===== src/rtl/mem_port_arbiter.sv =====
// mem_port_arbiter: shares one memory port between IFU and LSU using a req/gnt/rvalid handshake.
// Define MEM_ARB_RR_EN for round-robin arbitration; otherwise LSU wins on simultaneous requests.
module mem_port_arbiter #(
  parameter int ADDR_W     = 32,
  parameter int DATA_W     = 32,
  parameter int RD_LATENCY = 1
) (
  input  logic              clk,
  input  logic              rst,
  input  logic              ifu_req,
  input  logic [ADDR_W-1:0] ifu_addr,
  output logic              ifu_gnt,
  output logic              ifu_rvalid,
  input  logic              lsu_req,
  input  logic              lsu_wr,
  input  logic [ADDR_W-1:0] lsu_addr,
  input  logic [DATA_W-1:0] lsu_wdata,
  input  logic [2:0]        lsu_size,
  output logic              lsu_gnt,
  output logic              lsu_rvalid,
  output logic [DATA_W-1:0] rdata,
  output logic              mem_en,
  output logic              mem_wr,
  output logic [ADDR_W-1:0] mem_addr,
  output logic [DATA_W-1:0] mem_wdata,
  output logic [2:0]        mem_size,
  input  logic [DATA_W-1:0] mem_rdata,
  output logic              busy
);

  typedef enum logic [1:0] {IDLE, ISSUE, WAIT, RESP} state_e;

  localparam logic [2:0] SIZE_WORD = 3'b010;
  localparam logic [2:0] LAT       = 3'(RD_LATENCY);

  generate
    if (RD_LATENCY < 1 || RD_LATENCY > 7) begin : g_bad_latency
      $error("mem_port_arbiter: RD_LATENCY must be in 1..7");
    end
  endgenerate

  state_e            state_q, state_d;
  logic              owner_lsu_q, owner_lsu_d;
  logic [2:0]        cnt_q, cnt_d;
  logic [ADDR_W-1:0] addr_q, addr_d;
  logic [DATA_W-1:0] wdata_q, wdata_d;
  logic              wr_q, wr_d;
  logic [2:0]        size_q, size_d;
  logic [DATA_W-1:0] rdata_q, rdata_d;
  logic              pick_lsu;

`ifdef MEM_ARB_RR_EN
  logic rr_last_lsu_q, rr_last_lsu_d;

  // rr_last follows the owner of every granted access
  always_comb begin
    rr_last_lsu_d = rr_last_lsu_q;
    if (state_q == ISSUE) begin
      rr_last_lsu_d = owner_lsu_q;
    end
  end

  always_ff @(posedge clk or posedge rst) begin
    if (rst) begin
      rr_last_lsu_q <= 1'b0;
    end else begin
      rr_last_lsu_q <= rr_last_lsu_d;
    end
  end

  always_comb begin
    pick_lsu = lsu_req && (!ifu_req || !rr_last_lsu_q);
  end
`else
  always_comb begin
    pick_lsu = lsu_req;
  end
`endif

  always_comb begin
    state_d     = state_q;
    owner_lsu_d = owner_lsu_q;
    cnt_d       = cnt_q;
    addr_d      = addr_q;
    wdata_d     = wdata_q;
    wr_d        = wr_q;
    size_d      = size_q;
    rdata_d     = rdata_q;
    case (state_q)
      IDLE, RESP: begin
        // requests are only sampled here; anything raised and dropped meanwhile is lost
        if (ifu_req || lsu_req) begin
          state_d     = ISSUE;
          owner_lsu_d = pick_lsu;
          if (pick_lsu) begin
            addr_d  = lsu_addr;
            wdata_d = lsu_wdata;
            wr_d    = lsu_wr;
            size_d  = lsu_size;
          end else begin
            addr_d = ifu_addr;
            wr_d   = 1'b0;
            size_d = SIZE_WORD;
          end
        end else begin
          state_d = IDLE;
        end
      end
      ISSUE: begin
        cnt_d   = LAT;
        state_d = WAIT;
      end
      WAIT: begin
        cnt_d = cnt_q - 3'd1;
        if (cnt_q == 3'd1) begin
          rdata_d = mem_rdata;
          state_d = RESP;
        end
      end
      default: state_d = IDLE;
    endcase
  end

  always_ff @(posedge clk or posedge rst) begin
    if (rst) begin
      state_q     <= IDLE;
      owner_lsu_q <= 1'b0;
      cnt_q       <= '0;
      addr_q      <= '0;
      wdata_q     <= '0;
      wr_q        <= 1'b0;
      size_q      <= SIZE_WORD;
      rdata_q     <= '0;
    end else begin
      state_q     <= state_d;
      owner_lsu_q <= owner_lsu_d;
      cnt_q       <= cnt_d;
      addr_q      <= addr_d;
      wdata_q     <= wdata_d;
      wr_q        <= wr_d;
      size_q      <= size_d;
      rdata_q     <= rdata_d;
    end
  end

  assign mem_en     = (state_q == ISSUE);
  assign ifu_gnt    = (state_q == ISSUE) && !owner_lsu_q;
  assign lsu_gnt    = (state_q == ISSUE) && owner_lsu_q;
  assign ifu_rvalid = (state_q == RESP) && !owner_lsu_q;
  assign lsu_rvalid = (state_q == RESP) && owner_lsu_q;
  assign busy       = (state_q != IDLE);
  assign mem_wr     = wr_q;
  assign mem_addr   = addr_q;
  assign mem_wdata  = wdata_q;
  assign mem_size   = size_q;
  assign rdata      = rdata_q;

endmodule


===== config.mk =====
export PLATFORM = sky130hd
export DESIGN_NAME = mem_port_arbiter
export DESIGN_NICKNAME = d
export VERILOG_FILES = /design/src/rtl/mem_port_arbiter.sv
export SDC_FILE = /design/constraint.sdc
export NUM_CORES = 1
export LEC_CHECK = 0
export CORE_AREA = 2 2 106 108
export DETAILED_ROUTE_END_ITERATION = 12
export DIE_AREA = 0 0 108 110
export GPL_TIMING_DRIVEN = 0
export PLACE_DENSITY = 0.89
export SETUP_SLACK_MARGIN = 0.1
export SLEW_MARGIN = 10
export SYNTH_ARGS = -nofsm -noshare
export SYNTH_HDL_FRONTEND = slang
export SYNTH_SLANG_ARGS = --single-unit
export TNS_END_PERCENT = 100

===== constraint.sdc =====
create_clock -name clk -period 8.5 [get_ports clk]
set_input_delay 1.7 -clock clk [delete_from_list [all_inputs] [get_ports clk]]
set_output_delay 1.7 -clock clk [all_outputs]
set_load 0.01 [all_outputs]

Word-level counts from Yosys, hierarchy flattened
Index checks and enable logic that the tools add are counted.
Cells by class
  add/sub/neg operators: 1
  reduce and logical (&&, ||, !) cells: 13
  equal/unequal tests: 5
  muxes and demuxes: 7
Operator list (count)
  $mux W32: 1
  $pmux W2 S3: 1
  $pmux W3 S2: 1
  $eq A2 B2 Y1 const B: 2
  $logic_and A1 B1 Y1: 4
  $reduce_and A2 Y1: 2
  $reduce_bool A2 Y1: 2
  $eq A3 B1 Y1 const B: 1
  $mux W3: 1
  $reduce_and A3 Y1: 1
  $sub A3 B1 Y3 const B: 1
  $eq A2 B1 Y1 const B: 1
  $logic_not A2 Y1: 1
  $mux W1: 2
  $mux W2: 1
  $ne A2 B2 Y1 const B: 1
  $reduce_or A2 Y1: 1
  $logic_not A1 Y1: 1
  $logic_or A1 B1 Y1: 1
Storage, ports and cells
  bits in registers: 106
  logic and storage cells: 34
  output and inout bits: 106

Depth between registers and ports, before layout
  depth in word-level cells: 3
  depth in mapped cells: 7
  mapped depth without buffers: 5

Least setup slack after synthesis
No wires, ideal clock.
  path type: input to register
  start: input port lsu_req
  end: register state_q[0]
  setup time: 125 ps
  buffers on the path: 2
  stages: 5
  path slack: 5932 ps
  data arrival time: 2443 ps
  data required time: 8375 ps
  cells stage by stage: buf_4 > o21bai_4 > buf_6 > nand2_1 > mux2_2
Between the ends
  longest elaborated chain between the ends: 3
RTL lines
  from (decl): line 14  | input logic lsu_req,
  $logic_or A1 B1 Y1: line 92  | if (ifu_req || lsu_req) begin
  $mux W1: line 92
  $pmux W2 S3: line 89  | case (state_q)
  to (signal assigned): line 135  | state_q <= state_d;
  to (decl): line 42  | state_e state_q, state_d;
Every way passes these cells.
A chain may end at the register's enable or synchronous reset.

Worst setup path in the final report
  start: register state_q[1]
  end: output port ifu_gnt
Between the ends
  longest elaborated chain between the ends: 2
RTL lines
  $eq A2 B1 Y1: line 147  | assign ifu_gnt = (state_q == ISSUE) && !owner_lsu_q;
  $logic_and A1 B1 Y1: line 147
  to (decl): line 12  | output logic ifu_gnt,
Every way passes these cells.

==> out/results.tsv <==
metric	value	unit
R2R depth	6	
I/O pins	242	
worst min path class	register to register	
top cell type's share of synthesized area	59.1	%
# DRC	0	
largest area contributor in the netlist	dfrtp_1	
commonest non-fill, non-tap cell in the layout	clkdlybuf4s50_1	
Total Power	2.63	mW
Bufs and invs on worst path	2	
Peak VDD IR	158	µV
Layout Cell Area excl Fill	0.00727	mm²
starting density of the core	41.6	%
leakage	3.34	nW
main flop type after synthesis	dfrtp_1	
crit-path cells	inv_1, ha_1, nor2b_1, clkdlybuf4s50_1	
PortBufs	240	
# Post-CTS Setup Buffers	0	
CTS H-tree lvls	3	
Yosys warning total	0	
Root Driver	clkbuf_8	
Slew Limit Fails	0	
Fmax achieved	284	MHz
Slew HR	60.6	%
clk slew on worst S/H paths	0.09	ns
Unique masters post-synth	23	
core area	0.0107	mm²
combinational family with the most area after synthesis	multiplexers	
critical path endpoint category	primary output	
vias in the first global route	4011	
WL final	12200	µm
DR vias	3720	
hold_buf cts	0	
latest clock arrival within the worst-skew pair	0.36	ns
number of buffers created by CTS	9	
clock sink total	106	
Compound-Gate Fraction of Synth Area	5.40	%
status	finished clean	
Worst-Margin Slew	0.591	ns
Setup TNS	0	ns
Pwr per Cell Area	362	mW/mm²
Mapped Nets	540	
WL/cell	15.4	µm
Final Hold Fails	0	
FF-to-FF setup slack	6.68	ns
worst hold endpoint	mem_size[1]	
Placed Area	0.00705	mm²
syn_area_per_cell	11.2	µm²
largest net degree at the start of global routing	61	
Post-Synth Simple-Gate Area	12.7	%
DIE HEIGHT	110	µm
Syn-to-layout area delta	63.6	%
final worst-path cycle share	41.4	%
Max Cap Violations	0	
initial antenna violation count	0	
fillers	826	
Reg-to-Reg End	state_q[0]	
Post-synth ARST share	100	%
GP Congestion	0.784	
delay of the slowest critical-path stage	0.56	ns
Worst Path Arrival	1.82	ns
FF-to-FF Start	state_q[0]	
CP delay by family, top	buffers and inverters	
antenna-violating nets left	0	
hold path depth	2	
vias per std cell	4.69	
RSZ-0062 raised after global routing	no	
cts repair resizes	0	
CP Max Fanout	4	
Die W	108	µm
met3 WL	964	µm
CP Class	register to primary output	
GRT Total Usage	20.9	%
Synth Area in Adders	2.25	%
CP Data Required Time	6.80	ns
ratio of cells with drive above 1 in the final layout	11.5	%
post-DP HPWL	9640	µm
DR WL met2	6300	µm
#FFs+latches synth	106	
hold_sp	mem_size[1]	
met1 wire length	4680	µm
Max Root-Sink Buffers	2	
synth top area cells	dfrtp_1 (59%), nand2_1 (11%), mux2_2 (8.1%), mux2i_1 (7.7%), o21ai_0 (3.8%)	
sequential share of the synthesized area	59.7	%
mux cell area share after synthesis	16.0	%
GRT overflow	0	
Post-Syn Instances	396	
die area	0.0119	mm²
first-pass GRT wire length	19300	µm
highest metal used	met4	
# rows	38	
Synth Cell Area	0.00445	mm²
Synth Area in XOR/XNOR	0	%
most frequent cells in the layout	clkdlybuf4s50_1 (240), nand2_1 (132), dfrtp_1 (105)	
Startpoint Class	register	
drt initial violations	118	
final setup vio count	0	
crit path max-delay cell type	clkdlybuf4s50_1	
number of synthesized flops with an enable pin	0	
skew final	0.00681	ns
n_diodes	0	
Nets	792	
Tmin final	3.52	ns
1st-pass router iterations	4	
CTS tree	done	
## cell families (layout without fill, tap and decap cells)
logic type                 count (synthesis)  in the layout
DFF                                      106            106
and+or+nand+nor                          141            141
muxes                                     67             67
buffers and inverters                     32            289
adders and majority gates                  8              8
AOI/OAI and AO/OA                         42             42
## area by class of cell
cell class	count	area, µm²	area share, %
Buffer	22	139	1.91
Clock buffer	10	138	1.89
Clock inverter	6	80.1	1.10
Inverter	10	40.0	0.551
Multi-Input combinational cell	258	1620	22.2
Sequential cell	106	2650	36.5
Tap cell	140	175	2.41
Timing Repair Buffer	241	2430	33.4
## where the power goes
group / internal [mW] / total [mW] / switching (mW)
Sequential: 0.763 / 0.897 / 0.134
Combinational: 0.765 / 1.39 / 0.627
Clock: 0.172 / 0.339 / 0.167
Total: 1.70 / 2.63 / 0.929
## cells in the mapped netlist (2+ instances only)
| library cell | count |
|---|---|
| nor2b_1 | 3 |
| a22o_1 | 4 |
| o21ai_0 | 34 |
| ha_1 | 8 |
| buf_2 | 10 |
| mux2i_1 | 34 |
| buf_4 | 9 |
| inv_1 | 10 |
| nand2_1 | 132 |
| a21oi_1 | 2 |
| and2_1 | 2 |
| mux2_2 | 32 |
| dfrtp_1 | 105 |
| clkbuf_2 | 2 |
## flip-flops by register name, indices dropped and copies added, names as in the netlist
signal,count
mem_wr,1
mem_wdata,32
mem_size,3
rdata,32
mem_addr,32
state_q,2
cnt_q,3
owner_lsu_q,1
## routing by layer
metal  track usage (%)  vias to the layer above
met5                 0                        -
met1              23.1                     1746
met3              6.47                       24
li1                  -                     1792
met4              7.97                        0
met2              37.8                      158
## tightest hold or removal path: cells and delay by family (launching register included)
family | cells | cell delay, ns
AO/OA/AOI/OAI | 1 | 0.05
buffers and inverters | 1 | 0.04
flip-flops | 1 | 0.38
## through the flow
stage / worst slack (ns) / hold slack [ns] / util (%) / std cells
after CTS: 4.94 / 0.471 / 68.0 / 793
after global routing: 4.84 / 0.491 / 68.0 / 793
after global placement: 2.62 / 0.447 / 65.6 / 776
after floorplan: 4.01 / 0.465 / - / 396
after detailed placement: 5.36 / 0.457 / 65.9 / 777
final: 4.98 / 0.464 / 68.0 / 793
## worst max-delay path by stage
stage | cells after the start | slack, ns | endpoint | start
2_1_floorplan | 1 | 4.01 | cnt_q[0] | rst
3_3_place_gp | 2 | 2.62 | mem_addr[22] | rst
3_5_place_dp | 4 | 5.36 | ifu_gnt | state_q[1]
4_1_cts | 4 | 4.94 | ifu_gnt | state_q[1]
5_1_grt | 4 | 4.84 | ifu_gnt | state_q[1]
6_report | 4 | 4.98 | ifu_gnt | state_q[1]
(Power assumes the default switching activity.)
